--- config.mk ---
export PLATFORM = sky130hd
export DESIGN_NAME = dm_cache_fsm_flat
export DESIGN_NICKNAME = d
export VERILOG_FILES = /design/src/rtl/dm_cache_fsm_pkg.sv /design/src/rtl/dm_cache_fsm_if.sv /design/src/rtl/dm_cache_fsm.sv /design/src/flat_wrapper.sv
export SDC_FILE = /design/constraint.sdc
export NUM_CORES = 1
export LEC_CHECK = 0
export BUFFER_PORTS_ARGS = -buffer_cell sky130_fd_sc_hd__buf_2
export CAP_MARGIN = 40
export CORE_AREA = 2 2 276 278
export DETAILED_ROUTE_END_ITERATION = 16
export DIE_AREA = 0 0 278 280
export PLACE_DENSITY = 0.4
export SLEW_MARGIN = 0
export SYNTH_ARGS = -nofsm -noshare
export SYNTH_HDL_FRONTEND = slang
export SYNTH_SLANG_ARGS = --single-unit
export TNS_END_PERCENT = 5
--- constraint.sdc ---
create_clock -name clk_i -period 3.6 [get_ports clk_i]
set_clock_uncertainty 0.05 [all_clocks]
set_input_delay 0.36 -clock clk_i [delete_from_list [all_inputs] [get_ports clk_i]]
set_output_delay 0.36 -clock clk_i [all_outputs]
set_load 0.05 [all_outputs]
--- src/rtl/dm_cache_fsm_pkg.sv ---
// Shared cache types, field widths, controller states and line/word helpers.
package cache_def;

  localparam int TAGMSB = 31;
  localparam int TAGLSB = 14;

  typedef struct packed {
    logic                   valid;
    logic                   dirty;
    logic [TAGMSB-TAGLSB:0] tag;
  } cache_tag_type;

  typedef struct packed {
    logic [9:0] index;
    logic       we;
  } cache_req_type;

  typedef logic [127:0] cache_data_type;

  typedef struct packed {
    logic        valid;
    logic        rw;
    logic [31:0] addr;
    logic [31:0] data;
  } cpu_req_type;

  typedef struct packed {
    logic [31:0] data;
    logic        ready;
  } cpu_result_type;

  typedef struct packed {
    logic [31:0]    addr;
    cache_data_type data;
    logic           rw;
    logic           valid;
  } mem_req_type;

  typedef struct packed {
    cache_data_type data;
    logic           ready;
  } mem_data_type;

  typedef enum logic [1:0] {
    IDLE       = 2'd0,
    COMPARE    = 2'd1,
    WRITE_BACK = 2'd2,
    ALLOCATE   = 2'd3
  } cache_state_e;

  function automatic logic [31:0] get_word(input cache_data_type line, input logic [1:0] off);
    return line[{off, 5'd0} +: 32];
  endfunction

  function automatic cache_data_type put_word(input cache_data_type line, input logic [1:0] off,
                                              input logic [31:0] w);
    cache_data_type r;
    r = line;
    r[{off, 5'd0} +: 32] = w;
    return r;
  endfunction

endpackage

--- src/rtl/dm_cache_fsm_if.sv ---
// CPU-side and memory-side buses of the cache controller.
interface dm_cache_fsm_if;
  import cache_def::*;

  cpu_req_type    cpu_req;
  cpu_result_type cpu_res;
  mem_req_type    mem_req;
  mem_data_type   mem_data;

  modport slave (input cpu_req, input mem_data, output cpu_res, output mem_req);
  modport master(output cpu_req, output mem_data, input cpu_res, input mem_req);
endinterface

--- src/rtl/dm_cache_fsm.sv ---
// Direct-mapped write-back/write-allocate cache controller.
module dm_cache_fsm
  import cache_def::*;
(
  input  logic           clk_i,
  input  logic           rst_ni,
  dm_cache_fsm_if.slave  bus,
  output cache_req_type  tag_req,
  output cache_tag_type  tag_write,
  input  cache_tag_type  tag_read,
  output cache_data_type data_write,
  input  cache_data_type data_read,
  output logic           data_we
);

  cache_state_e   r_state, w_state_d;
  logic           r_req_rw, w_req_rw_d;
  logic [31:2]    r_req_addr, w_req_addr_d;
  logic [31:0]    r_req_data, w_req_data_d;
  mem_req_type    r_mem_req, w_mem_req_d;
  cpu_result_type w_cpu_res;

  logic [17:0]    w_req_tag;
  logic [9:0]     w_req_idx;
  logic [1:0]     w_req_off;
  logic           w_hit;
  logic           w_unused_addr_lsb;

  assign w_req_tag = r_req_addr[TAGMSB:TAGLSB];
  assign w_req_idx = r_req_addr[13:4];
  assign w_req_off = r_req_addr[3:2];
  assign w_hit     = tag_read.valid && (tag_read.tag == w_req_tag);
  assign w_unused_addr_lsb = ^bus.cpu_req.addr[1:0];

  assign bus.mem_req = r_mem_req;
  assign bus.cpu_res = w_cpu_res;

  // State, request latch and registered memory request
  always_ff @(posedge clk_i or negedge rst_ni) begin
    if (!rst_ni) begin
      r_state    <= IDLE;
      r_req_rw   <= 1'b0;
      r_req_addr <= '0;
      r_req_data <= '0;
      r_mem_req  <= '0;
    end else begin
      r_state    <= w_state_d;
      r_req_rw   <= w_req_rw_d;
      r_req_addr <= w_req_addr_d;
      r_req_data <= w_req_data_d;
      r_mem_req  <= w_mem_req_d;
    end
  end

  // Next state, request capture and memory request sequencing
  always_comb begin
    w_state_d    = r_state;
    w_req_rw_d   = r_req_rw;
    w_req_addr_d = r_req_addr;
    w_req_data_d = r_req_data;
    w_mem_req_d  = r_mem_req;
    unique case (r_state)
      IDLE: begin
        if (bus.cpu_req.valid) begin
          w_req_rw_d   = bus.cpu_req.rw;
          w_req_addr_d = bus.cpu_req.addr[31:2];
          w_req_data_d = bus.cpu_req.data;
          w_state_d    = COMPARE;
        end
      end
      COMPARE: begin
        if (w_hit) begin
          w_state_d = IDLE;
        end else if (tag_read.valid && tag_read.dirty) begin
          w_mem_req_d.addr  = {tag_read.tag, w_req_idx, 4'h0};
          w_mem_req_d.data  = data_read;
          w_mem_req_d.rw    = 1'b1;
          w_mem_req_d.valid = 1'b1;
          w_state_d         = WRITE_BACK;
        end else begin
          w_mem_req_d.addr  = {w_req_tag, w_req_idx, 4'h0};
          w_mem_req_d.rw    = 1'b0;
          w_mem_req_d.valid = 1'b1;
          w_state_d         = ALLOCATE;
        end
      end
      WRITE_BACK: begin
        // valid stays high: the refill read follows the write-back back to back
        if (bus.mem_data.ready) begin
          w_mem_req_d.addr = {w_req_tag, w_req_idx, 4'h0};
          w_mem_req_d.rw   = 1'b0;
          w_state_d        = ALLOCATE;
        end
      end
      ALLOCATE: begin
        if (bus.mem_data.ready) begin
          w_mem_req_d.valid = 1'b0;
          w_state_d         = COMPARE;
        end
      end
      default: w_state_d = IDLE;
    endcase
  end

  // CPU response and tag/data memory controls
  always_comb begin
    w_cpu_res      = '0;
    tag_req.index  = w_req_idx;
    tag_req.we     = 1'b0;
    tag_write      = '{valid: 1'b1, dirty: 1'b0, tag: w_req_tag};
    data_write     = data_read;
    data_we        = 1'b0;
    unique case (r_state)
      COMPARE: begin
        if (w_hit) begin
          w_cpu_res.data  = get_word(data_read, w_req_off);
          w_cpu_res.ready = 1'b1;
          if (r_req_rw) begin
            data_write      = put_word(data_read, w_req_off, r_req_data);
            data_we         = 1'b1;
            tag_write.dirty = 1'b1;
            tag_req.we      = 1'b1;
          end
        end
      end
      ALLOCATE: begin
        if (bus.mem_data.ready) begin
          data_write = bus.mem_data.data;
          data_we    = 1'b1;
          tag_req.we = 1'b1;
        end
      end
      default: ;
    endcase
  end

endmodule

--- src/flat_wrapper.sv ---
// flat-port wrapper written by rule: the top's interface ports become plain ports
module dm_cache_fsm_flat import cache_def::*;
  (clk_i, rst_ni, tag_req, tag_write, tag_read, data_write, data_read, data_we, bus_cpu_req, bus_mem_data, bus_cpu_res, bus_mem_req);
  dm_cache_fsm_if bus_i ();
  input  logic clk_i;
  input  logic rst_ni;
  output cache_req_type tag_req;
  output cache_tag_type tag_write;
  input  cache_tag_type tag_read;
  output cache_data_type data_write;
  input  cache_data_type data_read;
  output logic data_we;
  input wire logic [$bits(bus_i.cpu_req)-1:0] bus_cpu_req;
  input wire logic [$bits(bus_i.mem_data)-1:0] bus_mem_data;
  output wire logic [$bits(bus_i.cpu_res)-1:0] bus_cpu_res;
  output wire logic [$bits(bus_i.mem_req)-1:0] bus_mem_req;
  assign bus_i.cpu_req = bus_cpu_req;
  assign bus_i.mem_data = bus_mem_data;
  assign bus_cpu_res = bus_i.cpu_res;
  assign bus_mem_req = bus_i.mem_req;
  dm_cache_fsm u_core (.clk_i(clk_i), .rst_ni(rst_ni), .bus(bus_i), .tag_req(tag_req), .tag_write(tag_write), .tag_read(tag_read), .data_write(data_write), .data_read(data_read), .data_we(data_we));
endmodule
### Word-level counts from Yosys, hierarchy flattened

Index checks and enable logic that the tools add are counted.

* register bits after elaboration: 227
* output and inout port bits: 355
* logic and storage cells: 58

* add/sub/neg operators: 1
* equality and inequality tests: 8
* shift operators: 3
* multiplexer cells: 27
* bitwise gates (word level): 1
* reduce and logical (&&, ||, !) cells: 10

Operators by type and width (count)
* $mux 128: 4
* $pmux 128 s2: 1
* $mux 162: 1
* $bwmux 128: 1
* $shift 32x9->128 const A: 1
* $shiftx 128x8->32: 1
* $shiftx 32x9->128: 1
* $mux 33: 2
* $mux 32: 2
* $pmux 32 s2: 1
* $eq 18x18->1: 1
* $reduce_and 3->1: 4
* $mux 2: 5
* $neg 7->9: 1
* $ne 2x2->1 const B: 4
* $pmux 2 s4: 1
* $mux 1: 6
* $pmux 1 s2: 3
* $eq 2x2->1 const B: 2
* $reduce_bool 2->1: 2
* $eq 2x1->1 const B: 1
* $logic_and 1x1->1: 2
* $logic_not 2->1: 1
* $reduce_and 2->1: 1
* $not 1->1: 1

### Logic depth before layout (Yosys ltp)

Gate-level depths: netlist of run 1.

* word-level depth: 6
* depth in mapped cells: 9
* mapped depth without buffers: 7

### Least setup slack after synthesis of run 1

Ideal clock, no wire load.

* path kind: input-to-output
* from: input tag_read[17] (netlist bit)
* to: output tag_req[0] (netlist bit)
* data arrival time: 3.190 ns
* slack: 0.000 ns
* stages: 8
* buffers on the path: 2
* cell sequence: nor2b_1 > a2111oi_2 > nand4_1 > nor2_1 > nand3_1 > buf_1 > o21ai_0 > buf_4

* longest elaborated chain between the ends: 4

Ends and longest elaborated chain
* start, declared: line flat_wrapper.sv:9 `input cache_tag_type tag_read;`
* $eq 18x18->1: line dm_cache_fsm.sv:32 `assign w_hit = tag_read.valid && (tag_read.tag == w_req_tag);`
* $logic_and 1x1->1: line dm_cache_fsm.sv:32
* $mux 1
* $pmux 1 s2
* end, declared: line flat_wrapper.sv:7 `output cache_req_type tag_req;`

No other way between the ends.

### Final worst setup path of run 1

* from: register u_core.r_req_addr[21] (netlist bit)
* to: output data_write[1]

* longest elaborated chain between the ends: 4

Ends and longest elaborated chain
* start, declared: line dm_cache_fsm.sv:18 `logic [31:2] r_req_addr, w_req_addr_d;`
* start signal, assigned: line dm_cache_fsm.sv:49 `r_req_addr <= w_req_addr_d;`
* $eq 18x18->1: line dm_cache_fsm.sv:32
* $logic_and 1x1->1: line dm_cache_fsm.sv:32
* $mux 128: line dm_cache_fsm.sv:115 `if (w_hit) begin`
* $pmux 128 s2: line dm_cache_fsm.sv:113 `unique case (r_state)`
* end, declared: line flat_wrapper.sv:10 `output cache_data_type data_write;`

No other way between the ends.

==> results.txt, run 1 <==
Outcome -> finished, final reports clean
Hold Crit Depth -> 2
Area growth, synth to finish -> 62.9%
Fin crit period -> 3.55 ns
Share of layout cells above drive strength 1 -> 0.552
Drt pass-1 iters -> 5
Die ar. -> 77,800 µm²
Async S/R FF share, synth -> 1.00
Critical Path Slowest Stage Cell -> or3_4
WL per Instance -> 23.8 µm
Largest net degree at the start of global routing -> 89
Clk buf depth -> 3
Slew HR -> 0.499
Critical-path cell list -> a222oi_1, nand4_1, or3_4, buf_6, nor3_4, buf_6, buf_12, a221o_1, buf_12
Overall die width -> 278 µm
CTS Sinks -> 223
Logic pwr share -> 0.592
Cell variety after synth -> 45
RR Endpoint -> u_core.bus.mem_req[78]
Final WL -> 69.2 mm
Core area -> 75,200 µm²
Multiplexer share of the synthesized area -> 0.263
P_int -> 9.81 mW
Top_reg_cell synth -> dfrtp_1
Initial core utilization -> 0.176
DRC -> 0
CP Capture Type -> output port
Tot Pwr -> 20.1 mW
Setup TNS -> 0 ns
Adder-cell share of the synthesized area -> 0.00849
Maximum fanout along the worst path -> 15
R2r setup slk -> 0.68 ns
Seq cells post-synth -> 223
Synth Area in Compound Gates -> 0.123
Critical path startpoint category -> register
Syn Inst Count -> 1,066
Post-synthesis sequential area ratio -> 0.421
Hold WC Path Type -> in -> reg
Arr. time, crit path -> 3.14 ns
Average size of a mapped cell -> 12.4 µm²
Switching part of the total -> 0.511
Clk pwr share -> 0.161
CTS tree -> built
Post-route ant nets -> 0
PwrDens -> 929 nW/µm²
Worst VDD drop -> 0.555 mV
Final-report max-slew violation count -> 0
Clk_lat worst skew -> 0.58 ns
Final HPWL DP -> 49.3 mm
Crit path buf inv count -> 4
Most common cell after layout, fill and taps aside -> buf_2
DP Area -> 18,100 µm²
Period utilization -> 0.987
Row count -> 101
Worst r2r path cells -> 8
Grt total ovfl -> 0
Initial antenna violation count -> 9
Post-layout nets -> 2,253
YS warnings -> 0
Setup CP Type -> reg -> out
Sw power -> 10.3 mW
Via count -> 13,200
Most frequent cells in the layout -> buf_2 (583), dfrtp_1 (220), dlygate4sd3_1 (169)
Post-synth EDFFs -> 0
Port Buffers -> 692
Slowest cell delay on critical path -> 0.46 ns
Worst-Margin Slew -> 0.749 ns
Die height -> 280 µm
Hold Startpoint -> data_read[12]
Vias/cell -> 4.53
Final setup violation count -> 0
Critical R2R Launch -> u_core.r_req_addr[21]
Clk slew on worst S/H paths -> 0.06 ns
Total GRT Usage -> 0.166
# H-tree levels -> 1
Clock Tree Root -> clkbuf_16
Flop pwr share -> 0.247
Post-Synth XOR/XNOR Area -> 0.00528
1st-iter DRT viols -> 882
CP top delay family -> simple AND/OR/NAND/NOR gates
GPL Wtd Cong -> 0.905
CTS buffer count -> 29
IO Count -> 700
Simple-gate share of the synthesized area -> 0.114
Max-cap viol count -> 0
Vias in the first global route -> 13,600
Unrepaired setup endpoints after global routing -> true
Main combinational cell family by area after synthesis -> multiplexers
Hold EP -> u_core.bus.mem_req[14]
First-pass GRT wire length -> 95.9 mm
P_leak -> 10.6 nW
Fmax -> 281 MHz
Design area -> 21,600 µm²
Final hold vios -> 0
Cell area after synthesis -> 13,300 µm²
Worst path required time -> 3.19 ns
==> power groups by stage <==
stage	logic [mW]	registers [mW]	clock network, mW
floorplan	5.53	7.75	0
CTS	11.8	4.93	3.34
finish	11.9	4.95	3.23
global route	12.4	5.11	3.45
detailed placement	11.5	4.94	0
global placement	11.5	4.92	0
==> how the worst max path moves through the flow <==
stage	from	end	slack, ns	depth (start not counted)
2_1_floorplan	tag_read[17]	tag_req[0]	0.00006	8
3_3_place_gp	tag_read[17]	data_write[111]	0.15	9
3_5_place_dp	tag_read[17]	data_write[109]	0.12	9
4_1_cts	u_core.r_req_addr[31]	data_write[1]	-0.04	10
5_1_grt	u_core.r_req_addr[21]	data_write[1]	-0.14	9
6_report	u_core.r_req_addr[21]	data_write[1]	0.05	9
==> cells by family after synthesis <==
kind of cell | after synthesis
compound gates | 177
xor+xnor | 8
fa+ha+maj | 9
buf+inv | 154
flops | 223
mux | 239
other cells | 2
simple gates | 254
==> registers in the layout, summed over array words and instances, names as in the netlist <==
signal and cells:
u_core.bus.mem_req 158, u_core.r_req_rw 1, u_core.r_req_data 32, u_core.r_state 2, u_core.r_req_addr 30
==> worst register-to-register path, stage by stage (launching register included) <==
cell	delay, ns
dfrtp_2	0.44
a222oi_1	0.37
nand4_1	0.23
or3_4	0.46
buf_6	0.16
buf_4	0.15
nor3b_4	0.17
buf_12	0.18
mux2_4	0.60
==> stage by stage <==
stage / setup WS, ns / hold slack (ns) / utilization / std cells
after detailed placement: 0.121 / 0.280 / 0.240 / 2662
after global routing: -0.143 / 0.00577 / 0.287 / 2903
after global placement: 0.147 / 0.279 / 0.240 / 2662
after floorplan: 0.0000553 / 0.0144 / - / 1069
final: 0.0473 / 0.0376 / 0.287 / 2904
after CTS: -0.0376 / 0.000802 / 0.281 / 2892
==> timing repair <==
item                                   CTS  global route
endpoints found under the hold margin  217             0
setup buffers                            6             6
gates cloned                             1             2
hold buffers                           169             0
pin swaps                               11            28
resized for setup                       66           151
setup endpoints to repair              130           130
==> layout make-up <==
cell class / count / area, µm²
Sequential cell: 223 / 5590
Inverter: 26 / 97.6
Antenna cell: 4 / 10.0
Clock buffer: 37 / 796
Tap cell: 978 / 1220
Timing Repair Buffer: 927 / 6630
Multi-Input combinational cell: 692 / 7010
Clock inverter: 17 / 250
Fill cell: 7886 / 53600
==> routing by layer <==
layer  track usage  vias up  share of wire  routed length (µm)
li1              -     5724              -                   -
met1         0.200     6503           0.39               27200
met2         0.290      784           0.50               34400
met3        0.0371      154          0.074                5110
met4        0.0584        0          0.036                2470
met5             0        -              0                   0
==> Yosys cell counts, drive strengths merged (2+ instances only) <==
master | number | area, µm²
or3 | 2 | 12.5
dfrtp | 223 | 5580
mux2 | 191 | 2600
a21oi | 6 | 30.0
nand3 | 4 | 20.0
nand2b | 5 | 31.3
conb | 2 | 7.51
mux4 | 32 | 721
nor2 | 14 | 55.1
mux2i | 16 | 160
o31ai | 28 | 210
clkbuf | 60 | 225
a221o | 128 | 1280
nor3b | 2 | 20.0
xnor2 | 3 | 26.3
and4 | 2 | 17.5
buf | 68 | 538
nor4 | 6 | 82.6
a31oi | 4 | 25.0
ha | 9 | 113
inv | 26 | 97.6
nand2 | 41 | 154
nor2b | 43 | 269
o21ai | 4 | 20.0
xor2 | 5 | 43.8
nand4 | 3 | 18.8
and3 | 128 | 801
Note: power is estimated with default switching activity, not from simulation.
==> inputs of run 2 (changes only) <==
Settings changed: ABC_AREA set to 1, CORE_AREA 2 2 276 278 to 2 2 271 273, CTS_BUF_LIST set to sky130_fd_sc_hd__clkbuf_2 sky130_fd_sc_hd__clkbuf_4 sky130_fd_sc_hd__clkbuf_8, DIE_AREA 0 0 278 280 to 0 0 273 275, PLACE_DENSITY 0.4 to 0.49, SETUP_SLACK_MARGIN set to 0.1.
==> run 2 against run 1 <==
Core utilization increased by 6.0 points; routed wire length is 54% higher; power is 36% higher; clock power is 7.7% higher; global-route usage grew 10 points; sequential power is 4.2% lower; count of clock-buffer cells in the layout increased by 36; critical endpoint is now data_write[36]; highest routed layer is now met5.
==> results.txt, run 2 <==
Seq cells post-synth -> 223
Sw power -> 16.7 mW
Fillers -> 8,083
1st-iter DRT viols -> 2,188
Simple-gate share of the synthesized area -> 0.353
Initial antenna violation count -> 15
Via count -> 23,000
P_int -> 10.5 mW
Tot Pwr -> 27.2 mW
Cell variety after synth -> 35
Top cells by area, synth -> dfrtp_1 (31%), nand2_1 (19%), nand3_1 (7.8%)
Average size of a mapped cell -> 6.21 µm²
Most numerous cell in the Yosys netlist -> nand2_1
Setup CP Type -> reg -> out
Post-layout nets -> 3,917
Clock Tree Root -> clkbuf_8
Area growth, synth to finish -> 39.3%
Fin crit period -> 3.40 ns
Placed cells -> 4,354
First-pass GRT wire length -> 150 mm
Synth Area in Compound Gates -> 0.186
Most common cell after layout, fill and taps aside -> nand2_1
Synth top area share -> 0.310
Clk pwr share -> 0.128
Setup TNS -> 0 ns
Worst-Margin Slew -> 0.859 ns
Cell taking the most area after synthesis -> dfrtp_1
Core area -> 72,300 µm²
Async S/R FF share, synth -> 1.00
Max reg flops -> 158
Final HPWL DP -> 78.8 mm
Max-cap viol count -> 0
GPL Wtd Cong -> 0.908
Clk buf depth -> 3
Unrepaired setup endpoints after global routing -> true
CP Capture Type -> output port
CTS buffer count -> 48
Syn Inst Count -> 2,899
Most frequent cells in the layout -> nand2_1 (895), buf_2 (650), nand3_1 (277)
CTS tree -> built
IO Count -> 700
Final-report max-slew violation count -> 0
Share of layout cells above drive strength 1 -> 0.262
Logic pwr share -> 0.698
Final hold slack -> 0.0311 ns
Multiplexer share of the synthesized area -> 0.00875
Top_reg_cell synth -> dfrtp_1
Grt total ovfl -> 0
Die height -> 275 µm
Hold WC Path Type -> in -> reg
Overall die width -> 273 µm
Final setup violation count -> 0
Vias/cell -> 5.03
Main combinational cell family by area after synthesis -> simple AND/OR/NAND/NOR gates
Maximum fanout along the worst path -> 32
PnR worst setup slack -> 0.195 ns
Port Buffers -> 692
Adder-cell share of the synthesized area -> 0.00625
Post-synth EDFFs -> 0
Top post-synthesis cells by count -> nand2_1 (897), nand3_1 (279), inv_1 (267)
Worst VDD drop -> 0.592 mV
Post-Synth XOR/XNOR Area -> 0.000972
Final hold vios -> 0
Row count -> 99
Worst path required time -> 3.19 ns
Fin cells -> 4,573
Largest net degree at the start of global routing -> 104
Die ar. -> 75,100 µm²
Place WS -> 0.608 ns
Post-synthesis sequential area ratio -> 0.310
Arr. time, crit path -> 2.99 ns
Clk_lat worst skew -> 0.65 ns
Vias in the first global route -> 21,700
CTS Sinks -> 223
Fmax -> 294 MHz
Switching part of the total -> 0.613
Total GRT Usage -> 0.267
Final WL -> 107 mm
Flop pwr share -> 0.174
Post-route ant nets -> 0
WL per Instance -> 23.4 µm
DRC -> 0
Cell area after synthesis -> 18,000 µm²
Initial core utilization -> 0.249
# H-tree levels -> 2
P_leak -> 13.4 nW
Critical path startpoint category -> register
Outcome -> finished, final reports clean
Clk slew on worst S/H paths -> 0.06 ns
Period utilization -> 0.946
PwrDens -> 1080 nW/µm²
Slew HR -> 0.427
Drt pass-1 iters -> 6
YS warnings -> 0
run 2: cell types whose count changed after synthesis, sizes merged, moves of 107 or more:
cell	delta
nand2	+866
o21ai	+358
nand3	+276
inv	+254
mux2	-177
nor2	+143
nand4	+133
a221o	-128
and3	-128
a21oi	+107
run 2: power by group through the flow:
stage / registers, mW / logic [mW] / clock network, mW
2_1_floorplan: 7.64 / 9.85 / 0
3_3_place_gp: 4.76 / 18.6 / 0
3_5_place_dp: 4.76 / 18.7 / 0
4_1_cts: 4.74 / 18.9 / 3.55
5_1_grt: 4.90 / 20.1 / 3.67
6_report: 4.74 / 19.0 / 3.48
run 2: path summary, 6_finish.rpt:
path,start,end,slack [ns],cells after the start
min reg2reg,u_core.bus.mem_req[0],u_core.bus.mem_req[0],0.42,2
max reg2reg,u_core.r_state[0],u_core.bus.mem_req[153],0.95,9
max,u_core.r_req_addr[3],data_write[36],0.20,10
min,data_read[39],u_core.bus.mem_req[41],0.03,3
max in group asynchronous,rst_ni,u_core.r_req_addr[2],2.31,3
min in group asynchronous,rst_ni,u_core.bus.mem_req[24],0.24,2
run 2: logic make-up after synthesis:
| group | after synthesis |
|---|---|
| adder cells (fa/ha/maj) | 9 |
| multiplexers | 14 |
| flip-flops | 223 |
| buffers and inverters | 554 |
| AO/OA/AOI/OAI | 605 |
| AND/OR/NAND/NOR | 1490 |
| XOR/XNOR | 2 |
| other | 2 |
run 2: layout make-up:
| cell class | instances | area [µm²] | share of cell area |
|---|---|---|---|
| inverter | 283 | 1060 | 0.0423 |
| clock buffer | 73 | 961 | 0.0383 |
| tap | 959 | 1200 | 0.0478 |
| sequential | 223 | 5590 | 0.223 |
| antenna | 11 | 27.5 | 0.00110 |
| clock inverter | 17 | 223 | 0.00887 |
| multi-input combinational | 2125 | 10200 | 0.405 |
| timing repair buffer | 882 | 5880 | 0.234 |
run 2: per-stage QoR:
| stage | cell area, µm² | util |
|---|---|---|
| floorplan | 18000 | - |
| global placement | 22500 | 0.311 |
| detailed placement | 22500 | 0.311 |
| CTS | 24800 | 0.343 |
| global route | 25100 | 0.347 |
| finish | 25100 | 0.347 |
run 2: critical path: stages (launching register included):
cell      delay (ns)
dfrtp_1         0.41
clkinv_1        0.12
buf_6           0.28
ha_1            0.20
nand2_1         0.10
buf_6           0.23
a22oi_1         0.28
nand4_1         0.26
nand3_1         0.17
nand3_1         0.08
buf_2           0.21
run 2: layer usage:
metal | part of all wire | vias to the layer above | global-route usage
met5 | 0.00045 | - | 0
met4 | 0.031 | 8 | 0.0847
met3 | 0.077 | 166 | 0.0504
met2 | 0.46 | 1103 | 0.435
met1 | 0.43 | 10800 | 0.357
li1 | - | 10900 | -
run 2: timing repair:
item                                    CTS  global route
cloned                                    0             4
hold endpoints to repair                176             0
endpoints found under the setup margin   79           127
pin swaps                                 1             4
resized for setup                         3            50
hold buffers                            106             0
buffers inserted                          1             7
